--- config.mk ---
export PLATFORM = sky130hd
export DESIGN_NAME = pseudo_vt52_engine_flat
export DESIGN_NICKNAME = d
export VERILOG_FILES = /design/src/rtl/pseudo_vt52_engine_if.sv /design/src/rtl/pseudo_vt52_engine.sv /design/src/flat_wrapper.sv
export SDC_FILE = /design/constraint.sdc
export NUM_CORES = 1
export LEC_CHECK = 0
export CAP_MARGIN = 10
export CELL_PAD_IN_SITES_DETAIL_PLACEMENT = 1
export CELL_PAD_IN_SITES_GLOBAL_PLACEMENT = 1
export CORE_MARGIN = 2
export CORE_UTILIZATION = 45
export CTS_CLUSTER_SIZE = 40
export DETAILED_ROUTE_END_ITERATION = 8
export PLACE_DENSITY_LB_ADDON = 0.1
export SYNTH_ARGS = -nofsm -noshare
export SYNTH_HDL_FRONTEND = slang
export SYNTH_SLANG_ARGS = --single-unit
--- constraint.sdc ---
create_clock -name clk -period 6 [get_ports clk]
set_clock_uncertainty 0.15 [all_clocks]
set_input_delay 1.2 -clock clk [delete_from_list [all_inputs] [get_ports clk]]
set_output_delay 1.2 -clock clk [all_outputs]
set_load 0.02 [all_outputs]
--- src/rtl/pseudo_vt52_engine_if.sv ---
// Character-input handshake and screen-memory write port of the VT52-style
// terminal engine. The engine is the slave: it consumes characters and
// drives the memory write strobe; the character source / memory side is the master.
interface pseudo_vt52_engine_if #(
    parameter int AW = 11
);
    logic          in_valid;
    logic [6:0]    in_data;
    logic          in_ready;
    logic [AW-1:0] mem_addr;
    logic [6:0]    mem_wdata;
    logic          mem_we;

    modport master (
        output in_valid,
        output in_data,
        input  in_ready,
        input  mem_addr,
        input  mem_wdata,
        input  mem_we
    );

    modport slave (
        input  in_valid,
        input  in_data,
        output in_ready,
        output mem_addr,
        output mem_wdata,
        output mem_we
    );
endinterface

--- src/rtl/pseudo_vt52_engine.sv ---
// VT52-style character engine: decodes printable characters, control codes
// and ESC sequences, keeps the cursor and a circular screen (topline), and
// writes character cells / clears lines into an external screen memory.
module pseudo_vt52_engine #(
    parameter int COLS     = 80,
    parameter int ROWS     = 24,
    parameter int AW       = 11,
    parameter int AUTOWRAP = 0,
    parameter int TABW     = 8
) (
    input  logic                 clk,
    input  logic                 reset,
    pseudo_vt52_engine_if.slave  bus,
    output logic [6:0]           cur_x,
    output logic [4:0]           cur_y,
    output logic [4:0]           topline,
    output logic                 bell
);

    typedef enum logic [2:0] {
        S_IDLE,
        S_ESC,
        S_CADY,
        S_CADX,
        S_CLRLINE,
        S_CLRSCR
    } state_t;

    localparam logic [6:0] LAST_COL = 7'(COLS - 1);
    localparam logic [4:0] LAST_ROW = 5'(ROWS - 1);
    localparam logic [7:0] TAB_MASK = 8'(TABW - 1);

    // Next physical row, wrapping at ROWS (not at 32).
    function automatic logic [4:0] row_inc(input logic [4:0] r);
        return (r == LAST_ROW) ? 5'd0 : r + 5'd1;
    endfunction

    // Previous physical row, wrapping at ROWS.
    function automatic logic [4:0] row_dec(input logic [4:0] r);
        return (r == 5'd0) ? LAST_ROW : r - 5'd1;
    endfunction

    // Logical row to physical memory row: (row + top) mod ROWS.
    function automatic logic [4:0] phys_row(input logic [4:0] r, input logic [4:0] t);
        logic [5:0] s;
        s = {1'b0, r} + {1'b0, t};
        return (s >= 6'(ROWS)) ? 5'(s - 6'(ROWS)) : s[4:0];
    endfunction

    // Linear memory address of a cell.
    function automatic logic [AW-1:0] cell_addr(input logic [4:0] r, input logic [6:0] c);
        return AW'(r) * AW'(COLS) + AW'(c);
    endfunction

    // Printable range 040..176; 0177 is deliberately excluded.
    function automatic logic is_print(input logic [6:0] c);
        return (c >= 7'o040) && (c <= 7'o176);
    endfunction

    // Graph mode remaps the upper printable range down by 0137 (mod 128).
    function automatic logic [6:0] glyph(input logic [6:0] c, input logic g);
        return (g && (c >= 7'o136)) ? (c - 7'o137) : c;
    endfunction

    state_t          state_r, state_s;
    logic [6:0]      x_r, x_s;
    logic [4:0]      row_r, row_s;
    logic [4:0]      top_r, top_s;
    logic [4:0]      cy_r, cy_s;
    logic            graph_r, graph_s;
    logic            bell_r, bell_s;
    logic [4:0]      clr_row_r, clr_row_s;
    logic [6:0]      clr_col_r, clr_col_s;
    logic            clr_scr_r, clr_scr_s;
    logic            we_r, we_s;
    logic [AW-1:0]   addr_r, addr_s;
    logic [6:0]      wdata_r, wdata_s;

    logic            ready_s;
    logic            accept_s;
    logic [6:0]      ch_s;
    logic [4:0]      here_s;
    logic [7:0]      tab_s;
    logic [6:0]      off_s;
    logic [4:0]      nrow_s;
    logic [4:0]      lf_row_s;
    logic            lf_scroll_s;

    // Next-state, cursor, scroll and memory-write decode.
    always_comb begin
        state_s     = state_r;
        x_s         = x_r;
        row_s       = row_r;
        top_s       = top_r;
        graph_s     = graph_r;
        bell_s      = bell_r;
        clr_row_s   = clr_row_r;
        clr_col_s   = clr_col_r;
        clr_scr_s   = clr_scr_r;
        we_s        = 1'b0;
        addr_s      = addr_r;
        wdata_s     = 7'd0;
        ch_s        = bus.in_data;
        here_s      = phys_row(row_r, top_r);
        tab_s       = ({1'b0, x_r} | TAB_MASK) + 8'd1;
        off_s       = ch_s - 7'o040;
        nrow_s      = row_inc(clr_row_r);
        lf_row_s    = (row_r != LAST_ROW) ? row_r + 5'd1 : row_r;
        lf_scroll_s = (row_r == LAST_ROW);

        case (state_r)
            S_IDLE, S_ESC, S_CADY, S_CADX: ready_s = 1'b1;
            default:                       ready_s = 1'b0;
        endcase
        accept_s = bus.in_valid & ready_s;

        case (state_r)
            S_IDLE: begin
                if (accept_s) begin
                    if (is_print(ch_s)) begin
                        we_s    = 1'b1;
                        addr_s  = cell_addr(here_s, x_r);
                        wdata_s = glyph(ch_s, graph_r);
                        if (x_r != LAST_COL) begin
                            x_s = x_r + 7'd1;
                        end else if (AUTOWRAP != 0) begin
                            // Wrap: column 0 plus the line-feed rule.
                            x_s   = 7'd0;
                            row_s = lf_row_s;
                            if (lf_scroll_s) begin
                                top_s     = row_inc(top_r);
                                clr_row_s = top_r;
                                clr_col_s = 7'd0;
                                clr_scr_s = 1'b0;
                                state_s   = S_CLRLINE;
                            end else begin
                                state_s = S_IDLE;
                            end
                        end else begin
                            x_s = x_r;
                        end
                    end else begin
                        case (ch_s)
                            7'o007: bell_s = ~bell_r;
                            7'o010: x_s = (x_r == 7'd0) ? 7'd0 : x_r - 7'd1;
                            7'o011: x_s = (tab_s >= 8'(COLS)) ? LAST_COL : tab_s[6:0];
                            7'o012: begin
                                // At the bottom the screen scrolls: the old top
                                // physical row becomes the new (blank) bottom line.
                                row_s = lf_row_s;
                                if (lf_scroll_s) begin
                                    top_s     = row_inc(top_r);
                                    clr_row_s = top_r;
                                    clr_col_s = 7'd0;
                                    clr_scr_s = 1'b0;
                                    state_s   = S_CLRLINE;
                                end else begin
                                    state_s = S_IDLE;
                                end
                            end
                            7'o015: x_s = 7'd0;
                            7'o033: state_s = S_ESC;
                            default: state_s = S_IDLE;
                        endcase
                    end
                end else begin
                    state_s = S_IDLE;
                end
            end

            S_ESC: begin
                if (accept_s) begin
                    state_s = S_IDLE;
                    case (ch_s)
                        7'h41: row_s   = (row_r == 5'd0) ? 5'd0 : row_r - 5'd1;
                        7'h42: row_s   = (row_r == LAST_ROW) ? LAST_ROW : row_r + 5'd1;
                        7'h43: x_s     = (x_r == LAST_COL) ? LAST_COL : x_r + 7'd1;
                        7'h44: x_s     = (x_r == 7'd0) ? 7'd0 : x_r - 7'd1;
                        7'h46: graph_s = 1'b1;
                        7'h47: graph_s = 1'b0;
                        7'h48: begin
                            row_s = 5'd0;
                            x_s   = 7'd0;
                        end
                        7'h49: begin
                            // Reverse index at the top scrolls the screen down.
                            if (row_r == 5'd0) begin
                                top_s     = row_dec(top_r);
                                clr_row_s = row_dec(top_r);
                                clr_col_s = 7'd0;
                                clr_scr_s = 1'b0;
                                state_s   = S_CLRLINE;
                            end else begin
                                row_s = row_r - 5'd1;
                            end
                        end
                        7'h4A: begin
                            clr_row_s = here_s;
                            clr_col_s = x_r;
                            clr_scr_s = 1'b1;
                            state_s   = S_CLRLINE;
                        end
                        7'h4B: begin
                            clr_row_s = here_s;
                            clr_col_s = x_r;
                            clr_scr_s = 1'b0;
                            state_s   = S_CLRLINE;
                        end
                        7'h59: state_s = S_CADY;
                        default: state_s = S_IDLE;
                    endcase
                end else begin
                    state_s = S_ESC;
                end
            end

            S_CADY: begin
                if (accept_s) begin
                    if ((ch_s >= 7'o040) && (off_s < 7'(ROWS))) begin
                        row_s = off_s[4:0];
                    end else begin
                        row_s = row_r;
                    end
                    state_s = S_CADX;
                end else begin
                    state_s = S_CADY;
                end
            end

            S_CADX: begin
                if (accept_s) begin
                    if (ch_s >= 7'o040) begin
                        x_s = (off_s > LAST_COL) ? LAST_COL : off_s;
                    end else begin
                        x_s = x_r;
                    end
                    state_s = S_IDLE;
                end else begin
                    state_s = S_CADX;
                end
            end

            S_CLRLINE, S_CLRSCR: begin
                we_s    = 1'b1;
                addr_s  = cell_addr(clr_row_r, clr_col_r);
                wdata_s = 7'd0;
                if (clr_col_r != LAST_COL) begin
                    clr_col_s = clr_col_r + 7'd1;
                end else if ((state_r == S_CLRLINE) && !clr_scr_r) begin
                    state_s = S_IDLE;
                end else if (nrow_s == top_r) begin
                    // Wrapped round to the top of the screen: every row below is clear.
                    state_s = S_IDLE;
                end else begin
                    state_s   = S_CLRSCR;
                    clr_row_s = nrow_s;
                    clr_col_s = 7'd0;
                end
            end

            default: state_s = S_IDLE;
        endcase

        cy_s = phys_row(row_s, top_s);
    end

    // State and output registers; reset restarts a full-screen clear.
    always_ff @(posedge clk) begin
        if (reset) begin
            state_r   <= S_CLRSCR;
            x_r       <= 7'd0;
            row_r     <= 5'd0;
            top_r     <= 5'd0;
            cy_r      <= 5'd0;
            graph_r   <= 1'b0;
            bell_r    <= 1'b0;
            clr_row_r <= 5'd0;
            clr_col_r <= 7'd0;
            clr_scr_r <= 1'b0;
            we_r      <= 1'b0;
            addr_r    <= {AW{1'b0}};
            wdata_r   <= 7'd0;
        end else begin
            state_r   <= state_s;
            x_r       <= x_s;
            row_r     <= row_s;
            top_r     <= top_s;
            cy_r      <= cy_s;
            graph_r   <= graph_s;
            bell_r    <= bell_s;
            clr_row_r <= clr_row_s;
            clr_col_r <= clr_col_s;
            clr_scr_r <= clr_scr_s;
            we_r      <= we_s;
            addr_r    <= addr_s;
            wdata_r   <= wdata_s;
        end
    end

    assign bus.in_ready  = ready_s;
    assign bus.mem_we    = we_r;
    assign bus.mem_addr  = addr_r;
    assign bus.mem_wdata = wdata_r;
    assign cur_x         = x_r;
    assign cur_y         = cy_r;
    assign topline       = top_r;
    assign bell          = bell_r;

endmodule

--- src/flat_wrapper.sv ---
// flat-port wrapper written by rule: the top's interface ports become plain ports
module pseudo_vt52_engine_flat 
#(
    parameter int COLS     = 80,
    parameter int ROWS     = 24,
    parameter int AW       = 11,
    parameter int AUTOWRAP = 0,
    parameter int TABW     = 8
)
  (clk, reset, cur_x, cur_y, topline, bell, bus_in_valid, bus_in_data, bus_in_ready, bus_mem_addr, bus_mem_wdata, bus_mem_we);
  pseudo_vt52_engine_if #(.AW(AW)) bus_i ();
  input  logic clk;
  input  logic reset;
  output logic [6:0] cur_x;
  output logic [4:0] cur_y;
  output logic [4:0] topline;
  output logic bell;
  input wire logic [$bits(bus_i.in_valid)-1:0] bus_in_valid;
  input wire logic [$bits(bus_i.in_data)-1:0] bus_in_data;
  output wire logic [$bits(bus_i.in_ready)-1:0] bus_in_ready;
  output wire logic [$bits(bus_i.mem_addr)-1:0] bus_mem_addr;
  output wire logic [$bits(bus_i.mem_wdata)-1:0] bus_mem_wdata;
  output wire logic [$bits(bus_i.mem_we)-1:0] bus_mem_we;
  assign bus_i.in_valid = bus_in_valid;
  assign bus_i.in_data = bus_in_data;
  assign bus_in_ready = bus_i.in_ready;
  assign bus_mem_addr = bus_i.mem_addr;
  assign bus_mem_wdata = bus_i.mem_wdata;
  assign bus_mem_we = bus_i.mem_we;
  pseudo_vt52_engine #(.COLS(COLS), .ROWS(ROWS), .AW(AW), .AUTOWRAP(AUTOWRAP), .TABW(TABW)) u_core (.clk(clk), .reset(reset), .bus(bus_i), .cur_x(cur_x), .cur_y(cur_y), .topline(topline), .bell(bell));
endmodule
* Word-level counts from Yosys, hierarchy flattened
Cells that the tools add are included.
** Word-level totals
- Logic and storage cells :: 213
- Output and inout port bits :: 38
- Input port bits :: 10
- ROM bits :: 0
- Bits in writable memories :: 0
- Flip-flop bits (word level) :: 59
- Bits in latches :: 0
- Memories :: 0
** Cells by class
- Equality and inequality tests :: 51
- Multiply operators :: 2
- Mux-type cells :: 90
- Divide/modulo/power cells :: 0
- Order comparisons :: 8
- Reduce and logical (&&, ||, !) cells :: 27
- Add/sub/neg operators :: 17
- Shift operators :: 0
- Bitwise logic cells :: 5
** Operators with widths (count)
- $mux W5 :: 31
- $mux W7 :: 20
- $eq A7 B7 Y1 const B :: 12
- $pmux W7 S3 :: 4
- $pmux W5 S3 :: 2
- $eq A7 B4 Y1 const B :: 4
- $mux W3 :: 8
- $add A11 B7 Y11 :: 2
- $mux W11 :: 2
- $pmux W11 S2 :: 1
- $pmux W5 S2 :: 2
- $pmux W5 S4 :: 1
- $pmux W3 S3 :: 2
- $reduce_and A8 Y1 :: 2
- $add A5 B1 Y5 const B :: 3
- $eq A5 B5 Y1 const B :: 3
- $pmux W3 S5 :: 1
- $add A7 B1 Y7 const B :: 2
- $mul A5 B3 Y7 const B :: 2
- $ne A7 B7 Y1 const B :: 2
- $pmux W7 S2 :: 1
- $add A5 B5 Y6 :: 2
- $ge A6 B5 Y1 const B :: 2
- $ne A2 B1 Y1 const B :: 6
- other kinds (43) :: 83

* Depth between registers and ports, before layout
- Depth after elaboration :: 10
- Mapped depth :: 20
- Depth with buffers taken out :: 19

* Worst setup path before layout
Ideal clock, no wire load.
- Kind :: input to register
- Start point :: input bus_in_data[1]
- End point :: register u_core.cy_r[4] (netlist: u_core.cur_y[4])
- Setup slack :: 1.201 ns
- Buffers on the path :: 2
- Data required time :: 5.780 ns
- Cell stages on the path :: 16
- Setup time :: 0.070 ns
- Arrival :: 4.578 ns
- Cell sequence :: clkbuf_1 > inv_1 > ha_1 > clkbuf_1 > nor3b_1 > nand3_1 > a311o_1 > a32o_1 > o32ai_2 > inv_1 > ha_1 > a21o_1 > a21oi_1 > xnor2_1 > or3b_2 > a21oi_1
** Between the ends
- Word-level cells in the longest chain between the ends :: 9
- Elaborated cells on any way between the ends :: 29
- Classes of those cells :: add/sub: 3; order compare: 4; eq/ne: 5; mux: 15; reduce/logical: 2
** RTL lines
- from (decl) :: line flat_wrapper.sv:19 : input wire logic [$bits(bus_i.in_data)-1:0] bus_in_data;
- $sub A7 B6 Y7 :: line pseudo_vt52_engine.sv:106 : off_s = ch_s - 7'o040;
- $lt A7 B5 Y1 :: line pseudo_vt52_engine.sv:219 : if ((ch_s >= 7'o040) && (off_s < 7'(ROWS))) begin
- $logic_and A1 B1 Y1 :: line pseudo_vt52_engine.sv:219
- $mux W5 :: line pseudo_vt52_engine.sv:219
- $mux W5 :: line pseudo_vt52_engine.sv:218 : if (accept_s) begin
- $pmux W5 S3 * :: line pseudo_vt52_engine.sv:117 : case (state_r)
- via u_core.row_s[1] :: line pseudo_vt52_engine.sv:67 : logic [4:0] row_r, row_s;
- $add A5 B5 Y6 * :: line pseudo_vt52_engine.sv:46 : s = {1'b0, r} + {1'b0, t};
- $sub A5 B5 Y5 or $ge A6 B5 Y1 (tied branches) :: line pseudo_vt52_engine.sv:47 : return (s >= 6'(ROWS)) ? 5'(s - 6'(ROWS)) : s[4:0];
- $mux W5 * :: line pseudo_vt52_engine.sv:47
- to (signal assigned) :: line pseudo_vt52_engine.sv:288 : cy_r <= cy_s;
- to (decl) :: line pseudo_vt52_engine.sv:69 : logic [4:0] cy_r, cy_s;
Mark *: on every way through the listed nets, which the timed path passes. The rest lies on a longest branch.
A chain may end at the register's enable or synchronous reset.

* Worst setup path in the final report
- Start point :: input bus_in_data[1]
- End point :: register u_core.cy_r[4] (netlist: u_core.cur_y[4])
** Between the ends
- Elaborated cells on any way between the ends :: 29
- Classes of those cells :: add/sub: 3; order compare: 4; eq/ne: 5; mux: 15; reduce/logical: 2
** RTL lines
- $ge A7 B6 Y1 (tied with other cells) :: line pseudo_vt52_engine.sv:57 : return (c >= 7'o040) && (c <= 7'o176);
- $logic_and A1 B1 Y1 or $mux W5 (tied branches) :: line pseudo_vt52_engine.sv:57, pseudo_vt52_engine.sv:143
- $mux W5 :: line pseudo_vt52_engine.sv:120 : if (is_print(ch_s)) begin
- $mux W5 :: line pseudo_vt52_engine.sv:119 : if (accept_s) begin
- $pmux W5 S2 * :: line pseudo_vt52_engine.sv:117
- via u_core.top_s[0] :: line pseudo_vt52_engine.sv:68 : logic [4:0] top_r, top_s;
- $add A5 B5 Y6 * :: line pseudo_vt52_engine.sv:46
- $sub A5 B5 Y5 or $ge A6 B5 Y1 (tied branches) :: line pseudo_vt52_engine.sv:47
- $mux W5 * :: line pseudo_vt52_engine.sv:47
Marked as above.

==> results.py <==
metrics = {
    "flow_run": {
        "maxCapViolCount": 0,
    },
    "pwr": {
        "pwr-share-comb_pct": 8.1,
        "power.share.clock_pct": 55.1,
        "power_frac_seq_pct": 36.8,
        "powerDensity_nw_per_um2": 152,
        "p_leak_uw": 0.00264,
        "finalPower_uw": 1080,
        "swShare_pct": 23.9,
        "ir_worst_vdd_mv": 0.120,
        "power_switching_uw": 259,
        "internal-power_uw": 826,
    },
    "cts": {
        "cts-root-buf": "clkbuf_16",
        "cts.htree.levels": 3,
        "cts.path.max_buffers": 2,
        "post_cts_buffers": 0,
        "ctsResizeCount": 0,
        "worstSkewPairLatency_ns": 0.34,
        "cts.clk_slew.worst_paths_ns": 0.05,
        "numClockSinks": 59,
        "cts_buffers": 9,
        "cts_tree": "yes",
        "cts_hold_buf": 0,
    },
    "detailed_routing": {
        "drtAntennaViolNets": 0,
        "drcViolationCount": 0,
        "wire_per_inst_um": 21.7,
        "vias_per_cell": 6.54,
        "vias": 6667,
        "dr.first_iter.drc_count": 369,
        "dr.pass1.iters": 7,
        "routed_wirelength_mm": 22.1,
    },
    "worst_setup_path": {
        "critical_path_class": "input port to register",
        "end_kind": "register",
        "required_ns": 6.11,
        "crit_arrival_ns": 5.74,
        "path_max_fanout": 11,
        "cp-start-kind": "input port",
    },
    "grt": {
        "antenna_found_initial": 0,
        "grt_pass1_wl_mm": 35.0,
        "grt.overflow.total": 0,
        "grt_use_total_pct": 29.9,
        "grt_max_degree": 64,
        "first_global_vias": 6700,
    },
    "sta": {
        "finalSetupTns_ns": 0,
        "finalHoldViolCount": 0,
        "fmax_mhz": 178,
        "relSlewSlack_pct": 29.3,
        "slew_viol_final": 0,
        "worst_pin_slew_ns": 1.06,
        "setup_violations": 0,
        "fin_ws_ns": 0.367,
        "fin_crit_sh_pct": 93.9,
        "rsz0062_at_grt": "false",
        "fin_crit_ns": 5.63,
    },
    "floorplan": {
        "rows": 43,
        "dieArea_um2": 14900,
        "die_w_um": 122,
        "num_io_pins": 48,
        "start_util_pct": 45.6,
        "fp.coreArea_um2": 13800,
        "die_h_um": 122,
    },
    "yosys": {
        "synth-edff-count": 0,
        "synth_warnings": 0,
        "yosysTopAreaCell": "dfxtp_1",
        "yosys-top-cells-area": "dfxtp_1 19%, ha_1 9.8%, a21oi_1 4.4%",
        "yosysSeqAreaShare_pct": 18.8,
        "synth_top_flop_cell": "dfxtp_1",
        "syn_inst": 826,
        "syn-num-nets": 891,
        "synth_area_um2": 6270,
        "synth.avg_cell_area_um2": 7.60,
        "ys_types": 90,
        "ys_ff_latch": 59,
        "async_reset_ff_share_pct": 0,
        "synth_top_area_share_pct": 18.8,
    },
    "placement": {
        "dp_hpwl_mm": 16.2,
        "globalplace.congestion": 0.903,
        "place_ws_ns": 0.0934,
        "place.port_buffers": 47,
    },
    "final_layout": {
        "antenna_cells": 0,
        "nets": 900,
        "layout-drive-gt1-share_pct": 7.02,
        "areaGrowthSynthToFinish_pct": 13.8,
    },
    "min_path": {
        "hold_path.class": "register to register",
    },
    "outcome": {
        "status": "complete, no violations",
    },
}
[cell usage after synthesis, drive strengths merged, types with 4 or more instances]
| library cell | number |
|---|---|
| nand3b | 6 |
| or3 | 9 |
| a31oi | 18 |
| nand3 | 33 |
| o22ai | 6 |
| nor2 | 57 |
| nor4 | 8 |
| inv | 34 |
| mux2i | 13 |
| nand2b | 15 |
| nor4b | 5 |
| a211oi | 17 |
| nor3 | 40 |
| buf | 19 |
| nand4 | 11 |
| o211ai | 12 |
| o21ai | 39 |
| and2 | 4 |
| nor2b | 18 |
| a22oi | 5 |
| o32ai | 6 |
| and3 | 15 |
| ha | 49 |
| fa | 6 |
| nand2 | 63 |
| a32oi | 6 |
| a311oi | 11 |
| o31ai | 4 |
| a21oi | 57 |
| a211o | 5 |
| a221oi | 11 |
| clkbuf | 46 |
| xnor2 | 25 |
| a21o | 9 |
| nor3b | 6 |
| xor2 | 10 |
| dfxtp | 59 |
| o21a | 9 |
[final timing paths]
path / startpoint / to / slack, ns / depth (start not counted)
max: bus_in_data[1] / u_core.cur_y[4] / 0.37 / 16
min: u_core.bus.mem_addr[4] / u_core.bus.mem_addr[4] / 0.33 / 2
max reg2reg: u_core.topline[0] / u_core.bus.mem_addr[10] / 0.95 / 15
min reg2reg: u_core.bus.mem_addr[4] / u_core.bus.mem_addr[4] / 0.33 / 2
[sequential cells by signal, indices dropped and copies added (netlist names), 3 cells and up]
register / cells
u_core.bus.mem_addr: 11
u_core.bus.mem_wdata: 7
u_core.state_r: 3
u_core.topline: 5
u_core.clr_col_r: 7
u_core.cur_y: 5
u_core.clr_row_r: 5
u_core.cur_x: 7
u_core.row_r: 5
[area by class of cell]
type | instances | area (um2)
Clock buffer | 13 | 270
Clock inverter | 3 | 68.8
Fill cell | 1744 | 6630
Inverter | 34 | 128
Multi-Input combinational cell | 668 | 4680
Sequential cell | 59 | 1180
Tap cell | 180 | 225
Timing Repair Buffer | 63 | 586
[metrics by stage]
| step | utilization, % | std cells | hold WS (ns) | instance area (um2) |
|---|---|---|---|---|
| finish | 51.9 | 1020 | 0.334 | 7140 |
| global route | 51.9 | 1020 | 0.371 | 7140 |
| CTS | 51.9 | 1020 | 0.335 | 7140 |
| detailed placement | 49.4 | 1004 | 0.322 | 6800 |
| global placement | 49.4 | 1004 | 0.320 | 6800 |
| floorplan | - | 826 | 0.355 | 6270 |
[placed cells by master, fill, tap and decap left out, types with 7 or more instances in the layout]
master	count
o211ai_1	12
nand2b_1	15
clkdlybuf4s50_1	46
dfxtp_1	59
inv_1	34
nor2b_1	18
clkbuf_16	9
nand4_1	11
nor3_1	37
a31oi_1	18
buf_4	16
o21ai_1	7
mux2i_1	13
nand3_1	33
a21o_1	9
nand2_1	62
xor2_1	9
ha_1	49
or3_1	8
xnor2_1	25
o21a_1	9
a221oi_1	11
a211oi_1	17
a311oi_1	11
nor2_1	57
and3_1	15
a21oi_1	55
o21ai_0	32
[metal layers]
layer	vias to the layer above	track usage (%)	part of all wire, %
met3	43	3.32	3.4
met1	3319	38.3	45
met4	0	11.4	2.7
met5	-	0	0
met2	171	51.3	49
li1	3134	-	-
[kinds of logic (layout without fill, tap and decap cells)]
group	after synthesis	count (layout)	share of synthesized area, %
AOI/OAI and AO/OA	253	253	28.1
xor gates and xnor gates	35	35	5.01
adders and majority gates	55	55	11.7
buffers and inverters	99	113	6.54
DFF	59	59	18.8
muxes	16	16	2.61
and+or+nand+nor	309	309	27.3
[power groups by stage]
stage	sequential (uW)	clock (uW)	combinational (uW)
final	399	598	88.0
after global routing	399	623	94.6
after CTS	398	608	86.8
after detailed placement	407	0	86.6
after global placement	406	0	84.2
after floorplan	408	0	52.6
[worst max-delay path: stages]
cell             delay [ns]
clkdlybuf4s50_1        0.73
ha_1                   0.42
nand3b_1               0.26
or3_4                  0.43
nor4_2                 0.28
a21oi_1                0.14
o221ai_1               0.25
ha_1                   0.22
inv_1                  0.06
fa_1                   0.37
nor2b_1                0.17
o21ai_0                0.12
a21boi_0               0.33
nor2_1                 0.11
or3b_2                 0.48
a21oi_1                0.15
Power figures use the tool's default switching activity.
